$ cat src/rtl/opb_register_bank_if.sv
// OPB bus signals between a bus master and the register bank slave.
// Vectors keep OPB big-endian numbering: bit 0 is the MSB.
interface opb_register_bank_if;
    logic [0:31] OPB_ABus;
    logic [0:3]  OPB_BE;
    logic [0:31] OPB_DBus;
    logic        OPB_RNW;
    logic        OPB_select;
    logic        OPB_seqAddr;

    logic [0:31] Sl_DBus;
    logic        Sl_xferAck;
    logic        Sl_errAck;
    logic        Sl_retry;
    logic        Sl_toutSup;

    modport master (
        output OPB_ABus, OPB_BE, OPB_DBus, OPB_RNW, OPB_select, OPB_seqAddr,
        input  Sl_DBus, Sl_xferAck, Sl_errAck, Sl_retry, Sl_toutSup
    );

    modport slave (
        input  OPB_ABus, OPB_BE, OPB_DBus, OPB_RNW, OPB_select, OPB_seqAddr,
        output Sl_DBus, Sl_xferAck, Sl_errAck, Sl_retry, Sl_toutSup
    );
endinterface

$ cat src/rtl/opb_register_bank.sv
// OPB slave exposing C_NUM_REGS 32-bit registers, each either software-written into fabric
// or fabric-driven and read by software, with byte enables, wait states and error ack.
module opb_register_bank #(
    parameter logic [31:0] C_BASEADDR  = 32'h0100_0000,
    parameter logic [31:0] C_HIGHADDR  = 32'h0100_00FF,
    parameter int unsigned C_NUM_REGS  = 4,
    parameter logic [15:0] C_DIR_MASK  = 16'h0000,
    parameter logic [31:0] C_RESET_VAL = 32'h0000_0000,
    parameter int unsigned C_ACK_WAIT  = 0
) (
    input  logic                      OPB_Clk,
    input  logic                      OPB_Rst_n,
    opb_register_bank_if.slave        bus,
    output logic [32*C_NUM_REGS-1:0]  user_data_out,
    input  logic [32*C_NUM_REGS-1:0]  user_data_in,
    output logic [C_NUM_REGS-1:0]     user_wr_strb
);

    typedef enum logic [1:0] {StIdle, StWait, StAck} state_e;

    state_e                  state_q;
    logic [1:0]              wait_cnt_q;
    logic [3:0]              idx_q;
    logic                    rnw_q;
    logic                    err_q;
    logic [3:0]              be_q;
    logic [31:0]             wdata_q;
    logic [31:0]             snap_q;
    logic [31:0]             regs_q [C_NUM_REGS];
    logic                    xfer_ack_q;
    logic                    err_ack_q;
    logic                    tout_sup_q;
    logic [31:0]             rdata_q;
    logic [C_NUM_REGS-1:0]   strb_q;

    logic [31:0] abus;
    logic [31:0] idx_full;
    logic [31:0] live_snap;
    logic [31:0] live_wdata;
    logic [3:0]  live_be;
    logic        hit;
    logic        live_err;

    // Live decode of the bus; [0:31] -> [31:0] puts DBus[0:7] on bits 31:24, BE[0] on bit 3.
    always_comb begin
        abus       = bus.OPB_ABus;
        live_be    = bus.OPB_BE;
        live_wdata = bus.OPB_DBus;
        idx_full   = (abus - C_BASEADDR) >> 2;
        hit        = bus.OPB_select && (abus >= C_BASEADDR) && (abus <= C_HIGHADDR);
        live_err   = (idx_full >= 32'(C_NUM_REGS)) ||
                     (!bus.OPB_RNW && C_DIR_MASK[idx_full[3:0]]);
        live_snap  = '0;
        for (int i = 0; i < C_NUM_REGS; i++) begin
            if (idx_full[3:0] == 4'(i)) live_snap = user_data_in[32*i +: 32];
        end
    end

    logic [3:0]  cur_idx;
    logic [3:0]  cur_be;
    logic        cur_rnw;
    logic        cur_err;
    logic [31:0] cur_wdata;
    logic [31:0] cur_snap;
    logic [31:0] cur_rdata;
    logic        enter_ack;

    // With no wait states the ack is issued straight from IDLE, so use the live bus there.
    always_comb begin
        if (state_q == StIdle) begin
            cur_idx   = idx_full[3:0];
            cur_be    = live_be;
            cur_rnw   = bus.OPB_RNW;
            cur_err   = live_err;
            cur_wdata = live_wdata;
            cur_snap  = live_snap;
        end else begin
            cur_idx   = idx_q;
            cur_be    = be_q;
            cur_rnw   = rnw_q;
            cur_err   = err_q;
            cur_wdata = wdata_q;
            cur_snap  = snap_q;
        end
        cur_rdata = '0;
        if (cur_rnw && !cur_err) begin
            for (int i = 0; i < C_NUM_REGS; i++) begin
                if (cur_idx == 4'(i)) cur_rdata = C_DIR_MASK[4'(i)] ? cur_snap : regs_q[i];
            end
        end
        enter_ack = ((state_q == StIdle) && hit && (C_ACK_WAIT == 0)) ||
                    ((state_q == StWait) && bus.OPB_select && (wait_cnt_q == 2'd0));
    end

    always_ff @(posedge OPB_Clk or negedge OPB_Rst_n) begin
        if (!OPB_Rst_n) begin
            state_q    <= StIdle;
            wait_cnt_q <= '0;
            idx_q      <= '0;
            rnw_q      <= 1'b0;
            err_q      <= 1'b0;
            be_q       <= '0;
            wdata_q    <= '0;
            snap_q     <= '0;
            xfer_ack_q <= 1'b0;
            err_ack_q  <= 1'b0;
            tout_sup_q <= 1'b0;
            rdata_q    <= '0;
            strb_q     <= '0;
            for (int i = 0; i < C_NUM_REGS; i++) begin
                regs_q[i] <= C_DIR_MASK[4'(i)] ? 32'h0 : C_RESET_VAL;
            end
        end else begin
            xfer_ack_q <= enter_ack;
            err_ack_q  <= enter_ack && cur_err;
            rdata_q    <= enter_ack ? cur_rdata : 32'h0;
            strb_q     <= '0;

            unique case (state_q)
                StIdle: begin
                    if (hit) begin
                        idx_q   <= idx_full[3:0];
                        rnw_q   <= bus.OPB_RNW;
                        err_q   <= live_err;
                        be_q    <= live_be;
                        wdata_q <= live_wdata;
                        snap_q  <= live_snap;
                        if (C_ACK_WAIT > 0) begin
                            state_q    <= StWait;
                            wait_cnt_q <= 2'(C_ACK_WAIT - 1);
                            tout_sup_q <= 1'b1;
                        end else begin
                            state_q <= StAck;
                        end
                    end
                end
                StWait: begin
                    if (!bus.OPB_select) begin
                        state_q    <= StIdle;
                        tout_sup_q <= 1'b0;
                    end else if (wait_cnt_q == 2'd0) begin
                        state_q    <= StAck;
                        tout_sup_q <= 1'b0;
                    end else begin
                        wait_cnt_q <= wait_cnt_q - 2'd1;
                    end
                end
                StAck:   state_q <= StIdle;
                default: state_q <= StIdle;
            endcase

            // Strobe fires even with no byte enabled.
            if (enter_ack && !cur_rnw && !cur_err) begin
                for (int i = 0; i < C_NUM_REGS; i++) begin
                    if (cur_idx == 4'(i)) begin
                        strb_q[i] <= 1'b1;
                        for (int b = 0; b < 4; b++) begin
                            if (cur_be[b]) regs_q[i][8*b +: 8] <= cur_wdata[8*b +: 8];
                        end
                    end
                end
            end
        end
    end

    always_comb begin
        user_data_out = '0;
        for (int i = 0; i < C_NUM_REGS; i++) begin
            user_data_out[32*i +: 32] = C_DIR_MASK[4'(i)] ? 32'h0 : regs_q[i];
        end
    end

    assign user_wr_strb   = strb_q;
    assign bus.Sl_DBus    = rdata_q;
    assign bus.Sl_xferAck = xfer_ack_q;
    assign bus.Sl_errAck  = err_ack_q;
    assign bus.Sl_retry   = 1'b0;
    assign bus.Sl_toutSup = tout_sup_q;

    logic unused_seq_addr;
    assign unused_seq_addr = bus.OPB_seqAddr;

endmodule

$ cat src/flat_wrapper.sv
// flat-port wrapper written by rule: the top's interface ports become plain ports
module opb_register_bank_flat 
#(
    parameter logic [31:0] C_BASEADDR  = 32'h0100_0000,
    parameter logic [31:0] C_HIGHADDR  = 32'h0100_00FF,
    parameter int unsigned C_NUM_REGS  = 4,
    parameter logic [15:0] C_DIR_MASK  = 16'h0000,
    parameter logic [31:0] C_RESET_VAL = 32'h0000_0000,
    parameter int unsigned C_ACK_WAIT  = 0
)
  (OPB_Clk, OPB_Rst_n, user_data_out, user_data_in, user_wr_strb, bus_OPB_ABus, bus_OPB_BE, bus_OPB_DBus, bus_OPB_RNW, bus_OPB_select, bus_OPB_seqAddr, bus_Sl_DBus, bus_Sl_xferAck, bus_Sl_errAck, bus_Sl_retry, bus_Sl_toutSup);
  opb_register_bank_if bus_i ();
  input  logic OPB_Clk;
  input  logic OPB_Rst_n;
  output logic [32*C_NUM_REGS-1:0] user_data_out;
  input  logic [32*C_NUM_REGS-1:0] user_data_in;
  output logic [C_NUM_REGS-1:0] user_wr_strb;
  input wire logic [$bits(bus_i.OPB_ABus)-1:0] bus_OPB_ABus;
  input wire logic [$bits(bus_i.OPB_BE)-1:0] bus_OPB_BE;
  input wire logic [$bits(bus_i.OPB_DBus)-1:0] bus_OPB_DBus;
  input wire logic [$bits(bus_i.OPB_RNW)-1:0] bus_OPB_RNW;
  input wire logic [$bits(bus_i.OPB_select)-1:0] bus_OPB_select;
  input wire logic [$bits(bus_i.OPB_seqAddr)-1:0] bus_OPB_seqAddr;
  output wire logic [$bits(bus_i.Sl_DBus)-1:0] bus_Sl_DBus;
  output wire logic [$bits(bus_i.Sl_xferAck)-1:0] bus_Sl_xferAck;
  output wire logic [$bits(bus_i.Sl_errAck)-1:0] bus_Sl_errAck;
  output wire logic [$bits(bus_i.Sl_retry)-1:0] bus_Sl_retry;
  output wire logic [$bits(bus_i.Sl_toutSup)-1:0] bus_Sl_toutSup;
  assign bus_i.OPB_ABus = bus_OPB_ABus;
  assign bus_i.OPB_BE = bus_OPB_BE;
  assign bus_i.OPB_DBus = bus_OPB_DBus;
  assign bus_i.OPB_RNW = bus_OPB_RNW;
  assign bus_i.OPB_select = bus_OPB_select;
  assign bus_i.OPB_seqAddr = bus_OPB_seqAddr;
  assign bus_Sl_DBus = bus_i.Sl_DBus;
  assign bus_Sl_xferAck = bus_i.Sl_xferAck;
  assign bus_Sl_errAck = bus_i.Sl_errAck;
  assign bus_Sl_retry = bus_i.Sl_retry;
  assign bus_Sl_toutSup = bus_i.Sl_toutSup;
  opb_register_bank #(.C_BASEADDR(C_BASEADDR), .C_HIGHADDR(C_HIGHADDR), .C_NUM_REGS(C_NUM_REGS), .C_DIR_MASK(C_DIR_MASK), .C_RESET_VAL(C_RESET_VAL), .C_ACK_WAIT(C_ACK_WAIT)) u_core (.OPB_Clk(OPB_Clk), .OPB_Rst_n(OPB_Rst_n), .bus(bus_i), .user_data_out(user_data_out), .user_data_in(user_data_in), .user_wr_strb(user_wr_strb));
endmodule
$ cat config.mk
export PLATFORM = sky130hd
export DESIGN_NAME = opb_register_bank_flat
export DESIGN_NICKNAME = d
export VERILOG_FILES = /design/src/rtl/opb_register_bank_if.sv /design/src/rtl/opb_register_bank.sv /design/src/flat_wrapper.sv
export SDC_FILE = /design/constraint.sdc
export NUM_CORES = 1
export LEC_CHECK = 0
export ABC_CLOCK_PERIOD_IN_PS = 3800
export BUFFER_PORTS_ARGS = -buffer_cell sky130_fd_sc_hd__buf_2
export CORE_MARGIN = 2
export CORE_UTILIZATION = 40
export CTS_BUF_LIST = sky130_fd_sc_hd__clkbuf_4
export DETAILED_ROUTE_END_ITERATION = 8
export GPL_TIMING_DRIVEN = 0
export MAX_ROUTING_LAYER = met4
export PLACE_DENSITY_LB_ADDON = 0.05
export SLEW_MARGIN = 40
export SYNTH_ARGS = -nofsm -noshare
export SYNTH_HDL_FRONTEND = slang
export SYNTH_SLANG_ARGS = --single-unit
$ cat constraint.sdc
create_clock -name OPB_Clk -period 3.8 [get_ports OPB_Clk]
set_input_delay 0.57 -clock OPB_Clk [delete_from_list [all_inputs] [get_ports OPB_Clk]]
set_output_delay 0.57 -clock OPB_Clk [all_outputs]
set_load 0.02 [all_outputs]
After elaboration in Yosys (flattened, before gate mapping)
Memories as Yosys holds them, arrays and structs flattened.
Cells that the tools add are included.
- add/sub/neg operators: 2
- magnitude comparators: 4
- eq/ne operators: 7
- muxes and demuxes: 23
- bitwise operators: 1
- reduce and logical (&&, ||, !) cells: 38
- operators with widths (operator ; count):
    2-to-1 mux 32 bit ; 7
    AND reduction 3 bit ; 17
    greater-or-equal comparator 32 x 25 -> 1 bit (second input constant) ; 1
    less-or-equal comparator 32 x 25 -> 1 bit (second input constant) ; 1
    subtractor 32 x 25 -> 32 bit (second input constant) ; 1
    greater-or-equal comparator 30 x 3 -> 1 bit (second input constant) ; 1
    2-to-1 mux 4 bit ; 3
    logical AND 1 bit ; 10
    2-to-1 mux 1 bit ; 9
    == test 4 x 2 -> 1 bit (second input constant) ; 2
    2-to-1 mux 2 bit ; 3
    AND reduction 2 bit ; 3
    < comparator 4 x 5 -> 1 bit (second input constant) ; 1
    == test 4 x 1 -> 1 bit (second input constant) ; 1
    logical NOT 2 bit ; 2
    logical NOT 4 bit ; 1
    inequality test 2 x 1 -> 1 bit (second input constant) ; 2
    one-hot mux 2 bit (2 select lines) ; 1
    logical NOT 1 bit ; 3
    inequality test 3 bit (second input constant) ; 1
    == test 2 x 1 -> 1 bit (second input constant) ; 1
    logical OR 1 bit ; 2
    subtractor 2 x 1 -> 2 bit (second input constant) ; 1
    NOT 1 bit ; 1
- register bits after elaboration: 213
- bits in read-only memories: 16
- output and inout bits: 168
- logic and storage cells: 104
- memories: 1
- memories (memory ; words ; bits a word ; rd ports ; clocked after Yosys merged registers in ; wr ports ; line ; RTL):
    (no name shown) ; 16 ; 1 ; 1 ; 0 ; 0 ; opb_register_bank.sv:52 ; (!bus.OPB_RNW && C_DIR_MASK[idx_full[3:0]]);

Depth between registers and ports, before layout
- depth after elaboration: 10
- depth in mapped cells: 8

Worst setup path before layout
OpenSTA, ideal clock, no wires.
- path kind: input port to flip-flop
- from: in bus_OPB_ABus[19]
- to: reg u_core.regs_q, in the netlist u_core.user_data_out[36]
- library setup time: 0.128 ns
- data arrival time: 2.244 ns
- path slack: 1.428 ns
- stages on the path: 5
- path buffers: 0
- path through: nor4b_1 > nand3_1 > nor4_4 > nand2_2 > mux2_1
- longest elaborated chain between the ends: 8
- elaborated cells on any way between the ends: 14
- ends and longest elaborated chain (what ; line ; RTL):
    start: declaration ; flat_wrapper.sv:18 ; input wire logic [$bits(bus_i.OPB_ABus)-1:0] bus_OPB_ABus;
    branches (longest 6 deep; another with subtractor 32 x 25 -> 32 bit) ; n/a ;
    logical AND 1 bit * ; opb_register_bank.sv:153 ; if (enter_ack && !cur_rnw && !cur_err) begin
    AND reduction 3 bit (no source line) * ; n/a ;
    end signal: indexed assignment ; opb_register_bank.sv:111 ; regs_q[i] <= C_DIR_MASK[4'(i)] ? 32'h0 : C_RESET_VAL;
    end signal: indexed assignment ; opb_register_bank.sv:158 ; if (cur_be[b]) regs_q[i][8*b +: 8] <= cur_wdata[8*b +: 8];
    end: declaration ; opb_register_bank.sv:29 ; logic [31:0] regs_q [C_NUM_REGS];
Every way passes the cells marked *.
A chain may end at the register's enable or synchronous reset.

Final worst setup path
- from: reg u_core.state_q[1]
- to: reg u_core.rdata_q[18] (netlist: u_core.bus.Sl_DBus[13])
- longest elaborated chain between the ends: 9
- elaborated cells on any way between the ends: 21
- ends and longest elaborated chain (what ; line ; RTL):
    start: declaration ; opb_register_bank.sv:21 ; state_e state_q;
    start signal: assignment ; opb_register_bank.sv:97 ; state_q <= StIdle;
    start signal: assignment ; opb_register_bank.sv:129 ; state_q <= StWait;
    start signal: assignment ; opb_register_bank.sv:133 ; state_q <= StAck;
    logical NOT 2 bit ; opb_register_bank.sv:70, opb_register_bank.sv:91 ;
    2-to-1 mux 4 bit ; opb_register_bank.sv:70 ; if (state_q == StIdle) begin
    logical NOT 4 bit ; opb_register_bank.sv:88 ; if (cur_idx == 4'(i)) cur_rdata = C_DIR_MASK[4'(i)] ? cur_snap : regs_q[i];
    2-to-1 mux 32 bit (4 in a row) ; opb_register_bank.sv:88 ;
    2-to-1 mux 32 bit ; opb_register_bank.sv:86 ; if (cur_rnw && !cur_err) begin
    2-to-1 mux 32 bit * ; opb_register_bank.sv:116 ; rdata_q <= enter_ack ? cur_rdata : 32'h0;
    end signal: assignment ; opb_register_bank.sv:116 ;
    end: declaration ; opb_register_bank.sv:33 ; logic [31:0] rdata_q;
Mark *: on every way between the ends. The rest lies on a longest branch, timed or not.

==> tab_implementation.tex <==
\begin{tabular}{lr}
\hline
Metric & Value \\
\hline
\multicolumn{2}{l}{\textbf{Status}} \\
\quad Run status & finished, final reports clean \\
\multicolumn{2}{l}{\textbf{Floorplan}} \\
\quad Floorplan die width & 156.4 um \\
\quad IO Pins & 369 \\
\quad Die H & 156.4 um \\
\quad Die Footprint & 24460 sq um \\
\quad Area of the placeable core & 22710 sq um \\
\quad Initial Util & 0.4091 \\
\quad Number of placement rows & 55 \\
\multicolumn{2}{l}{\textbf{Setup path}} \\
\quad Cell-by-cell trace of the critical path & buf\_4 -> nor3\_1 -> a21oi\_1 -> clkbuf\_1 -> nor2\_1 -> nand3b\_1 -> clkbuf\_1 -> a21oi\_1 \\
\quad Crit path largest cell delay & 0.57 ns \\
\quad R2R depth & 8 \\
\quad Slowest-stage cell, CP & clkbuf\_1 \\
\quad Worst R2R Start & u\_core.state\_q[1] \\
\quad Slack of the worst reg-to-reg path & 0.83 ns \\
\quad Critical R2R Capture & u\_core.bus.Sl\_DBus[13] \\
\quad Required time reported for the critical path endpoint & 4.31 ns \\
\quad Type of the worst setup path & register to register \\
\quad Crit. End Element & register \\
\quad Worst endpoint data arrival time & 3.48 ns \\
\quad Largest driver fanout on the critical path & 10 \\
\quad Startpoint type of the worst setup path & register \\
\multicolumn{2}{l}{\textbf{Clock tree}} \\
\quad Clock slew at the register clock pins of the worst setup and hold paths & 0.06 ns \\
\quad TritonCTS clock tree & done \\
\quad \# H-tree levels & 2 \\
\quad Maximum count of clock buffers along a single path & 3 \\
\quad Clock sink count & 209 \\
\quad Post\_cts resized & 0 \\
\quad Clock Latency Late Sink & 0.67 ns \\
\quad CTS Root Buffer Type & clkbuf\_4 \\
\quad Number of buffers created by CTS & 57 \\
\multicolumn{2}{l}{\textbf{Global route}} \\
\quad Vias in the first global route & 7572 \\
\quad Total grt overflow & 0 \\
\quad Overall routing resource usage & 0.2435 \\
\quad Wire length of the first global-routing pass & 43.30 mm \\
\quad Maximum number of pins on one net before global-route repair & 69 \\
\quad Antenna violations before repair & 6 \\
\multicolumn{2}{l}{\textbf{Power}} \\
\quad Leakage power & 6.253 nW \\
\quad Total Power & 4.481 mW \\
\quad Power Density & 383.7 nW/um\^{}2 \\
\quad Worst voltage drop across the vdd grid & 0.1868 mV \\
\multicolumn{2}{l}{\textbf{Placed design}} \\
\quad GPL Wtd Cong & 0.8154 \\
\quad HPWL after detailed placement & 20.21 mm \\
\quad Count of buffers inserted at the top-level ports & 235 \\
\multicolumn{2}{l}{\textbf{Timing}} \\
\quad Count of final hold-check violations & 0 \\
\quad Final setup viols & 0 \\
\quad Final Cycle Share & 0.7804 \\
\quad Setup repair after global routing missed its margin & no \\
\quad Clock period minus final worst setup slack & 2.966 ns \\
\quad Remaining max-slew budget at the tightest pin & 0.4557 \\
\quad Worst Max-Slew Pin Slew & 0.8103 ns \\
\quad Achievable Freq & 0.3372 GHz \\
\quad Maximum clock skew at final layout & 0.04836 ns \\
\quad Max-slew violation count & 0 \\
\multicolumn{2}{l}{\textbf{Synthesis}} \\
\quad Largest cells by area after synthesis & dfrtp\_1, mux2\_2, o311ai\_0 \\
\quad Commonest cells post-synth & dfrtp\_1, mux2\_2, nand2b\_1 \\
\quad Fraction of synthesis flops using an asynchronous set or reset pin & 1.000 \\
\quad Post-synthesis average cell area & 13.64 sq um \\
\quad Area of the mapped netlist & 9290 sq um \\
\quad Synth Flop Type & dfrtp\_1 \\
\quad Mapped Cells & 681 \\
\quad Synth Register Bits & 209 \\
\quad Portion of synthesized cell area occupied by the leading cell type & 0.5630 \\
\quad Number of warnings reported in the yosys synthesis log & 0 \\
\quad Most numerous cell in the Yosys netlist & dfrtp\_1 \\
\quad Library cells used by synthesis & 28 \\
\quad Number of enable-type register cells in the synthesized netlist & 0 \\
\quad Largest area contributor in the synthesized netlist & dfrtp\_1 \\
\quad Sequential share of the synthesized area & 0.5630 \\
\multicolumn{2}{l}{\textbf{Routing}} \\
\quad Number of design-rule violations left by the first detailed-router iteration & 348 \\
\quad Number of iterations in the first detailed-routing pass & 4 \\
\quad Routed len/inst & 22.04 um \\
\quad DR vias/cell & 5.418 \\
\quad Number of design rule violations left after detail routing & 0 \\
\quad Total length of routed wires & 28.94 mm \\
\quad Vias & 7114 \\
\quad Routed Antenna Nets & 0 \\
\multicolumn{2}{l}{\textbf{Final layout}} \\
\quad Layout-stage area growth over the synthesis result & 25.72\% \\
\quad Number of fill cells in the layout & 2055 \\
\quad Ratio of cells with drive above 1 in the final layout & 0.5377 \\
\quad Post-layout util & 0.5143 \\
\quad Number of nets in the final layout & 1183 \\
\multicolumn{2}{l}{\textbf{Hold path}} \\
\quad Hold path start & bus\_OPB\_DBus[17] \\
\quad Type of the worst min-delay path & input pin to register \\
\quad End point of the worst hold path & u\_core.wdata\_q[17] \\
\quad Worst hold path cell count & 2 \\
\multicolumn{2}{l}{\textbf{Run}} \\
\quad Max-capacitance violation count & 0 \\
\hline
\end{tabular}
==> logic make-up (layout without fill, tap and decap cells) <==
group           after synthesis  after routing  share of synthesized area
simple gates                116            116                    0.07973
compound gates              101            101                    0.08094
buf+inv                      45            384                    0.02357
flops                       209            209                     0.5630
mux                         209            209                     0.2524
other cells                   1              9                  0.0004037
==> layout by cell type (no fill, tap or decap) <==
master | netlist | routed
a21oi_1 | 35 | 35
a32oi_1 | 1 | 1
and2_1 | 1 | 1
buf_16 | 0 | 3
buf_2 | 6 | 242
buf_4 | 3 | 3
buf_6 | 1 | 1
buf_8 | 0 | 1
bufinv_16 | 0 | 1
clkbuf_1 | 30 | 30
clkbuf_4 | 0 | 86
clkinv_1 | 0 | 10
clkinv_2 | 0 | 1
conb_1 | 1 | 2
dfrtp_1 | 209 | 209
diode_2 | 0 | 7
dlygate4sd1_1 | 3 | 3
dlygate4sd3_1 | 0 | 1
dlymetal6s2s_1 | 1 | 1
inv_1 | 1 | 1
mux2_1 | 11 | 11
mux2_2 | 191 | 191
mux2i_1 | 7 | 7
nand2_1 | 2 | 2
nand2_2 | 16 | 16
nand2b_1 | 65 | 65
nand3_1 | 1 | 1
nand3b_1 | 1 | 1
nor2_1 | 4 | 4
nor3_1 | 9 | 8
nor3_2 | 0 | 1
nor4_1 | 12 | 12
nor4_2 | 1 | 1
nor4_4 | 2 | 2
nor4b_1 | 2 | 2
o21bai_1 | 1 | 1
o311ai_0 | 64 | 64
==> worst max-delay path: cells and delay by family (launching register included) <==
kind | cells | cell delay [ns]
AO/OA/AOI/OAI | 2 | 0.67
buffers and inverters | 3 | 1.33
flip-flops | 1 | 0.32
AND/OR/NAND/NOR | 3 | 0.51
==> power breakdown <==
part           switching (mW)  total [mW]  internal, mW
Sequential          0.0000395        2.23          2.23
Combinational           0.173       0.257        0.0846
Clock                   0.912        2.00          1.09
Total                    1.08        4.48          3.40
==> sequential cells by signal (all words and copies together), names as in the netlist <==
register	flops
u_core.wdata_q	32
u_core.rnw_q	1
u_core.user_wr_strb	4
u_core.err_q	1
u_core.user_data_out	128
u_core.idx_q	4
u_core.be_q	4
u_core.bus.Sl_xferAck	1
u_core.state_q	1
u_core.bus.Sl_errAck	1
u_core.bus.Sl_DBus	32
==> worst max path at each step <==
stage                 startpoint                       end  slack, ns  cells after the start
5_1_grt        u_core.state_q[1]    u_core.bus.Sl_DBus[30]       0.63                      8
2_1_floorplan   bus_OPB_ABus[19]  u_core.user_data_out[36]       1.43                      5
6_report       u_core.state_q[1]    u_core.bus.Sl_DBus[13]       0.83                      8
4_1_cts        u_core.state_q[1]    u_core.bus.Sl_DBus[13]       0.78                      8
3_5_place_dp    bus_OPB_ABus[19]         u_core.wdata_q[5]       0.56                      6
3_3_place_gp           OPB_Rst_n  u_core.user_data_out[41]      -1.25                      1
==> repair_timing <==
action,in CTS,in global routing
hold endpoints to repair,66,0
hold buffers,1,0
buffers inserted,0,0
==> layer usage <==
metal	up-vias	part of all wire	track usage
li1	3200	-	-
met1	3549	0.44	0.3154
met2	310	0.45	0.3673
met3	55	0.088	0.06979
met4	0	0.023	0.08606
met5	-	0	-
==> cell type report <==
cell class | instances | area, sq um | area share
well taps | 285 | 356.6 | 0.03053
diodes | 7 | 17.52 | 0.001500
flip-flops and latches | 209 | 5230 | 0.4478
repair buffers | 241 | 1289 | 0.1103
clock inverters | 12 | 72.57 | 0.006213
inverters | 1 | 3.754 | 0.0003214
plain buffers | 44 | 215.2 | 0.01843
clock buffers | 86 | 645.6 | 0.05528
multi-input cells | 428 | 3850 | 0.3296
==> per-stage QoR <==
step	hold slack (ns)	setup WS (ns)	cells	setup TNS (ns)	instance area (sq um)
after floorplan	0.2744	1.428	682	0	9294
final	0.1430	0.8344	1313	0	11680
after global routing	0.09085	0.6254	1312	0	11680
after global placement	0.4832	-1.250	1202	-257.45	10830
after CTS	0.09137	0.7846	1306	0	11660
after detailed placement	0.4053	0.5555	1207	0	10930
(Power assumes the default switching activity.)
